**config.mk**
```make
export PLATFORM = sky130hd
export DESIGN_NAME = uart_doc_sender
export DESIGN_NICKNAME = d
export VERILOG_FILES = /design/src/rtl/uart_doc_sender.sv
export SDC_FILE = /design/constraint.sdc
export NUM_CORES = 1
export LEC_CHECK = 0
export BUFFER_PORTS_ARGS = -buffer_cell sky130_fd_sc_hd__buf_2
export CORE_ASPECT_RATIO = 0.8
export CORE_MARGIN = 2
export CORE_UTILIZATION = 40
export CTS_BUF_LIST = sky130_fd_sc_hd__clkbuf_8
export DETAILED_ROUTE_END_ITERATION = 10
export PLACE_DENSITY = 0.59
export SYNTH_ARGS = -nofsm -noshare
export SYNTH_HDL_FRONTEND = slang
export SYNTH_SLANG_ARGS = --single-unit
export TNS_END_PERCENT = 5
```
**constraint.sdc**
```tcl
create_clock -name clk -period 2.08 [get_ports clk]
set_input_delay 0.104 -clock clk [delete_from_list [all_inputs] [get_ports clk]]
set_output_delay 0.104 -clock clk [all_outputs]
set_load 0.02 [all_outputs]
```
**src/rtl/uart_doc_sender.sv**
```systemverilog
`default_nettype none
// ============================================================================
// Module   : uart_doc_sender
// Purpose  : Streams the text document over a UART TX line (8N1, LSB first).
//            While a dump is running this block owns the document RAM read
//            port. It visits every visible cell row by row, turns empty cells
//            (8'h00) into spaces, ends each row with CR LF, and then pulses
//            done.
// Revision : 1.0 - initial release
// ============================================================================
module uart_doc_sender #(
    parameter int BAUD_DIV = 868,  // clk cycles per UART bit
    parameter int ROWS     = 15,   // document rows transmitted
    parameter int COLS     = 20    // cells per row transmitted
) (
    input  logic       clk,
    input  logic       rst,
    input  logic       start,
    output logic       read_enable,
    output logic [8:0] read_addr,
    input  logic [7:0] read_data,
    output logic       tx,
    output logic       busy,
    output logic       done
);

    // ------------------------------------------------------------------------
    // Constants
    // ------------------------------------------------------------------------
    localparam int               c_CNT_W      = (BAUD_DIV > 1) ? $clog2(BAUD_DIV) : 1;
    localparam logic [c_CNT_W-1:0] c_BAUD_LAST = c_CNT_W'(BAUD_DIV - 1);
    localparam logic [4:0]       c_COL_LAST   = 5'(COLS - 1);
    localparam logic [3:0]       c_ROW_LAST   = 4'(ROWS - 1);
    localparam logic [3:0]       c_BIT_LAST   = 4'd9;   // stop bit of a 10-bit frame
    localparam logic [7:0]       c_CHAR_CR    = 8'h0D;
    localparam logic [7:0]       c_CHAR_LF    = 8'h0A;
    localparam logic [7:0]       c_CHAR_SPACE = 8'h20;

    // State encoding
    localparam logic [2:0] c_ST_IDLE  = 3'd0;
    localparam logic [2:0] c_ST_FETCH = 3'd1;
    localparam logic [2:0] c_ST_SEND  = 3'd2;
    localparam logic [2:0] c_ST_CR    = 3'd3;
    localparam logic [2:0] c_ST_LF    = 3'd4;
    localparam logic [2:0] c_ST_FIN   = 3'd5;

    // ------------------------------------------------------------------------
    // Registers
    // ------------------------------------------------------------------------
    logic [2:0]         r_state;
    logic [3:0]         r_row;
    logic [4:0]         r_col;
    logic [c_CNT_W-1:0] r_baud_cnt;
    logic [3:0]         r_bit_idx;
    // r_frame[0] is always the bit currently driven on tx. After each bit
    // the frame shifts right and a 1 fills in from the top, so an idle-high
    // line is left behind once the frame has finished.
    logic [9:0]         r_frame;

    // ------------------------------------------------------------------------
    // Combinational helpers
    // ------------------------------------------------------------------------
    logic       w_bit_end;
    logic       w_frame_last_bit;
    logic [7:0] w_cell_byte;

    assign w_bit_end        = (r_baud_cnt == c_BAUD_LAST);
    assign w_frame_last_bit = (r_bit_idx == c_BIT_LAST);
    // An empty cell goes out as a space so that the terminal keeps each column aligned
    assign w_cell_byte      = (read_data == 8'h00) ? c_CHAR_SPACE : read_data;

    // Build an 8N1 frame: {stop, data, start}. The start bit sits at bit 0.
    function automatic logic [9:0] f_frame(input logic [7:0] data);
        return {1'b1, data, 1'b0};
    endfunction

    // Dump sequencer, UART bit timing, and all registered outputs
    always_ff @(posedge clk) begin
        if (rst) begin
            r_state     <= c_ST_IDLE;
            r_row       <= 4'd0;
            r_col       <= 5'd0;
            r_baud_cnt  <= '0;
            r_bit_idx   <= 4'd0;
            r_frame     <= '1;
            tx          <= 1'b1;
            busy        <= 1'b0;
            done        <= 1'b0;
            read_enable <= 1'b0;
            read_addr   <= 9'd0;
        end else begin
            done <= 1'b0;
            case (r_state)
                c_ST_IDLE: begin
                    if (start) begin
                        r_state     <= c_ST_FETCH;
                        r_row       <= 4'd0;
                        r_col       <= 5'd0;
                        busy        <= 1'b1;
                        read_enable <= 1'b1;
                        read_addr   <= 9'd0;
                    end
                end

                // read_addr was set up on the way in. Because the RAM read is
                // asynchronous, read_data is valid by the end of this cycle.
                c_ST_FETCH: begin
                    r_frame    <= f_frame(w_cell_byte);
                    tx         <= 1'b0;
                    r_baud_cnt <= '0;
                    r_bit_idx  <= 4'd0;
                    r_state    <= c_ST_SEND;
                end

                // Cell, CR and LF frames share the same bit timing. They
                // differ only in what follows the stop bit.
                c_ST_SEND, c_ST_CR, c_ST_LF: begin
                    if (!w_bit_end) begin
                        r_baud_cnt <= r_baud_cnt + 1'b1;
                    end else begin
                        r_baud_cnt <= '0;
                        if (!w_frame_last_bit) begin
                            r_bit_idx <= r_bit_idx + 4'd1;
                            r_frame   <= {1'b1, r_frame[9:1]};
                            tx        <= r_frame[1];
                        end else begin
                            r_bit_idx <= 4'd0;
                            if (r_state == c_ST_SEND) begin
                                if (r_col != c_COL_LAST) begin
                                    r_col     <= r_col + 5'd1;
                                    read_addr <= {r_row, r_col + 5'd1};
                                    r_state   <= c_ST_FETCH;
                                end else begin
                                    // The CR start bit follows the stop bit with no gap
                                    r_col   <= 5'd0;
                                    r_frame <= f_frame(c_CHAR_CR);
                                    tx      <= 1'b0;
                                    r_state <= c_ST_CR;
                                end
                            end else if (r_state == c_ST_CR) begin
                                r_frame <= f_frame(c_CHAR_LF);
                                tx      <= 1'b0;
                                r_state <= c_ST_LF;
                            end else begin
                                if (r_row != c_ROW_LAST) begin
                                    r_row     <= r_row + 4'd1;
                                    read_addr <= {r_row + 4'd1, 5'd0};
                                    r_state   <= c_ST_FETCH;
                                end else begin
                                    // Done is raised, and the RAM port released, while in FIN
                                    done        <= 1'b1;
                                    busy        <= 1'b0;
                                    read_enable <= 1'b0;
                                    r_state     <= c_ST_FIN;
                                end
                            end
                        end
                    end
                end

                c_ST_FIN: begin
                    r_state <= c_ST_IDLE;
                end

                default: begin
                    r_state <= c_ST_IDLE;
                end
            endcase
        end
    end

endmodule
`default_nettype wire

```
==> qor.yml <==
outcome:
  outcome: "completed"
logic_synthesis:
  syn_nets: 336
  synthesis.yosys.warnings: 0
  post_synth.cell_area_avg_um2: 8.10
  synth_cells: 319
  synth-main-ff-cell: "sky130_fd_sc_hd__dfxtp_1"
  yosys.area_share.xor_xnor_pct: 2.37
  synth_top_area_share_pct: 35.6
  synth_async_sr_flop_share_pct: 0
  synth_compound_area_share_pct: 24.2
  synth-simple-area-share_pct: 28.7
  synth_top_family_by_area: "simple AND/OR/NAND/NOR gates"
  synth_top_cells_by_count: "sky130_fd_sc_hd__dfxtp_1 (46), sky130_fd_sc_hd__a21oi_1 (30), sky130_fd_sc_hd__nor2_1 (27)"
  synth_sequential_area_ratio_pct: 35.6
  cell_with_the_most_instances_after_synthesis: "sky130_fd_sc_hd__dfxtp_1"
  post_synth_main_area_contributors: "sky130_fd_sc_hd__dfxtp_1 (36%), sky130_fd_sc_hd__a21oi_1 (5.8%), sky130_fd_sc_hd__o21ai_0 (4.6%)"
  yosys.cell_types.count: 63
  number_of_enable_type_register_cells_in_the_synthesized_netlist: 0
  yosys.area_share.adder_pct: 2.90
  mappedNetlistArea_um2: 2580
  synth_top_area_cell: "sky130_fd_sc_hd__dfxtp_1"
  synth_seq_cells: 46
  yosys-mux-area-fraction_pct: 1.60
worst_setup_path:
  r2r_setup_slack_ps: 100
  r2r_start: "r_baud_cnt[0]"
  worst_path_largest_cell_delay_ps: 500
  path_max_fanout: 5
  crit-reg2reg-capture: "r_col[2]"
  worstSetupStartpointType: "flop"
  worstRegToRegCells: 7
  worst-endpoint-required_ps: 2310
  timing.setup.critical_path_class: "reg -> reg"
  slowest_stage: "sky130_fd_sc_hd__or4_4"
  crit_path_cell_trace: "ha_2, nor4b_4, buf_4, and4_4, o221ai_4, or4_4, a21oi_1"
  cp_capture_type: "flop"
  endpoint_arrival_time_on_the_critical_path_ps: 2220
clock_network:
  numCtsBuffers: 5
  cts_buffer_depth: 2
  post_cts.resized_instances: 0
  clock_insertion_delay_worst_skew_ps: 300
  cts.reportedPaths.clkPinSlew_ps: 90
  tritoncts: "yes"
  holdBufCountCts: 0
  clock_tree.root_cell: "sky130_fd_sc_hd__clkbuf_8"
  postCtsSetupRepairBufs: 0
  cts_sinks: 46
  cts.htree.levels: 2
global_routing:
  grt_start_max_net_pins: 24
  antenna_found_initial: 0
  grt_use_total_pct: 19.0
  global_route_wire_length_before_repair_mm: 11.0
  congestion_overflow_gr: 0
  first_global_vias: 2190
hold_path:
  holdPathStages: 3
  worst_hold_startpoint: "read_data[1]"
  worst_hold_path.endpoint: "r_frame[2]"
  hold_path_class: "in -> reg"
timing:
  timing.slew.headroom_pct: 70.1
  max_slew.worst_pin.slew_ps: 445
  final_period_minus_worst_setup_slack_ps: 1980
  setup_violations: 0
  final_ws_setup_ps: 95.4
  rsz_0062_raised_after_global_routing: "true"
  final-hold-violation-count: 0
  setup_tns_ps: 0
  fin_hold_ws_ps: 130
  post_route_fraction_of_the_period_consumed_by_the_critical_path_pct: 95.4
  fmax_ghz: 0.504
  slew_viol_final: 0
  fin_worst_skew_ps: 9.01
route:
  vias_per_cell: 5.62
  wl_per_cell_um: 14.8
  drtAntennaViolNets: 0
  drt_pre_antenna_iters: 4
  detailedRoute.firstIterationViolations: 139
  route.detailed.drc: 0
  route.final.wire_length_mm: 6.55
  vias: 2491
pwr:
  max-vdd-ir-drop_mv: 0.257
  power_density_nw_per_um2: 607
  power_leakage_nw: 1.17
cells_and_area:
  diodes: 0
  net_count_reported_at_finish: 375
  flow.area_growth_from_synthesis_pct: 18.2
  layout-drive-gt1-share_pct: 22.6
  post-route-util_pct: 48.4
  instances_no_fill: 443
placement:
  place.detailed.instances: 434
  place.detailed.hpwl_mm: 4.73
  placement.setup.worst_slack_ps: 70.5
  port-buffer-count: 23
  place_congestion: 0.831
flow_run:
  max_cap_viol_count: 0
die:
  die_h_um: 75.9
  dieArea_um2: 7130
  fp.dieW_um: 93.9
  io_pins: 24
  placeableCoreArea_um2: 6310
  floorplan.initialDensity_pct: 41.0
  row_count: 26
cell usage in the layout, fill, tap and decap left out, types with 2 or more instances in the layout:
cell | netlist | final
sky130_fd_sc_hd__nor2_1 | 27 | 25
sky130_fd_sc_hd__nor3_1 | 15 | 15
sky130_fd_sc_hd__xor2_1 | 4 | 4
sky130_fd_sc_hd__nor2_2 | 1 | 3
sky130_fd_sc_hd__nor3b_1 | 4 | 4
sky130_fd_sc_hd__dfxtp_1 | 46 | 42
sky130_fd_sc_hd__buf_4 | 2 | 29
sky130_fd_sc_hd__o31ai_1 | 3 | 3
sky130_fd_sc_hd__or2_2 | 2 | 2
sky130_fd_sc_hd__mux2i_1 | 3 | 3
sky130_fd_sc_hd__o21ai_0 | 24 | 24
sky130_fd_sc_hd__a21oi_2 | 1 | 2
sky130_fd_sc_hd__ha_1 | 6 | 5
sky130_fd_sc_hd__clkbuf_8 | 0 | 6
sky130_fd_sc_hd__inv_1 | 6 | 6
sky130_fd_sc_hd__nor4_1 | 4 | 4
sky130_fd_sc_hd__o211a_1 | 2 | 2
sky130_fd_sc_hd__or3b_1 | 2 | 2
sky130_fd_sc_hd__o21a_1 | 2 | 2
sky130_fd_sc_hd__nand2_1 | 24 | 24
sky130_fd_sc_hd__buf_2 | 9 | 23
sky130_fd_sc_hd__nand2b_1 | 3 | 3
sky130_fd_sc_hd__a311oi_1 | 5 | 5
sky130_fd_sc_hd__a21oi_1 | 30 | 29
sky130_fd_sc_hd__or3_1 | 10 | 10
sky130_fd_sc_hd__dfxtp_2 | 0 | 4
sky130_fd_sc_hd__nand3b_1 | 3 | 3
sky130_fd_sc_hd__and3_1 | 5 | 5
sky130_fd_sc_hd__a211oi_1 | 7 | 7
sky130_fd_sc_hd__a21o_1 | 2 | 2
sky130_fd_sc_hd__nand3_1 | 17 | 17
sky130_fd_sc_hd__and2_1 | 2 | 2
sky130_fd_sc_hd__xnor2_1 | 3 | 3
sky130_fd_sc_hd__o311a_1 | 2 | 2
sky130_fd_sc_hd__a2bb2oi_1 | 2 | 2
sky130_fd_sc_hd__nand4_1 | 3 | 3
critical path, delay by kind of cell (launching register included):
| family | cells | cell delay [ps] |
|---|---|---|
| AOI/OAI and AO/OA | 2 | 270 |
| DFF | 1 | 350 |
| buffers and inverters | 1 | 170 |
| adders and majority gates | 1 | 180 |
| and+or+nand+nor | 3 | 960 |
layout make-up:
| class | count | area [um^2] |
|---|---|---|
| Inverter | 6 | 22.5 |
| Sequential cell | 46 | 926 |
| Tap cell | 84 | 105 |
| Timing Repair Buffer | 52 | 333 |
| Fill cell | 647 | 3250 |
| Clock inverter | 2 | 12.5 |
| Clock buffer | 6 | 82.6 |
| Multi-Input combinational cell | 247 | 1580 |
cell families after synthesis:
logic type               Yosys count
buffers and inverters             27
XOR/XNOR                           7
flip-flops                        46
adder cells (fa/ha/maj)            6
AND/OR/NAND/NOR                  135
AO/OA/AOI/OAI                     94
multiplexers                       4
per-layer routing:
metal	GRT usage (%)	routed length (um)	share of wire [%]	up-vias
li1	-	-	-	1264
met1	28.6	3410	52	1147
met2	27.3	2720	41	78
met3	4.97	384	5.9	2
met4	3.48	30	0.46	0
met5	0	0	0	-
how the worst max path moves through the flow:
stage	startpoint	endpoint	slack (ps)
floorplan	r_bit_idx[1]	tx	110
global placement	r_bit_idx[0]	r_col[2]	130
detailed placement	r_bit_idx[0]	r_col[2]	70
CTS	r_bit_idx[0]	r_col[2]	40
global route	r_baud_cnt[0]	r_col[2]	-30
finish	r_baud_cnt[0]	r_col[2]	100
power breakdown:
| part | total (W) | switching [W] | internal [W] |
|---|---|---|---|
| registers | 0.000951 | 0.0000309 | 0.000920 |
| clock network | 0.000570 | 0.000302 | 0.000267 |
| logic | 0.000336 | 0.000201 | 0.000134 |
| total | 0.00186 | 0.000534 | 0.00132 |
state kept, by name (all words and copies together), names as in the netlist:
register and count:
r_col 5, r_baud_cnt 10, r_state 3, busy 1, r_bit_idx 4, read_addr 9
done 1, r_frame 8, r_row 4, tx 1
metrics by stage:
stage	cell area (um^2)	total power [W]
2_1_floorplan	2580	0.00118
4_1_cts	3020	0.00187
6_report	3060	0.00186
3_3_place_gp	2930	0.00129
5_1_grt	3060	0.00197
3_5_place_dp	2930	0.00130
Note: power is estimated with default switching activity, not from simulation.
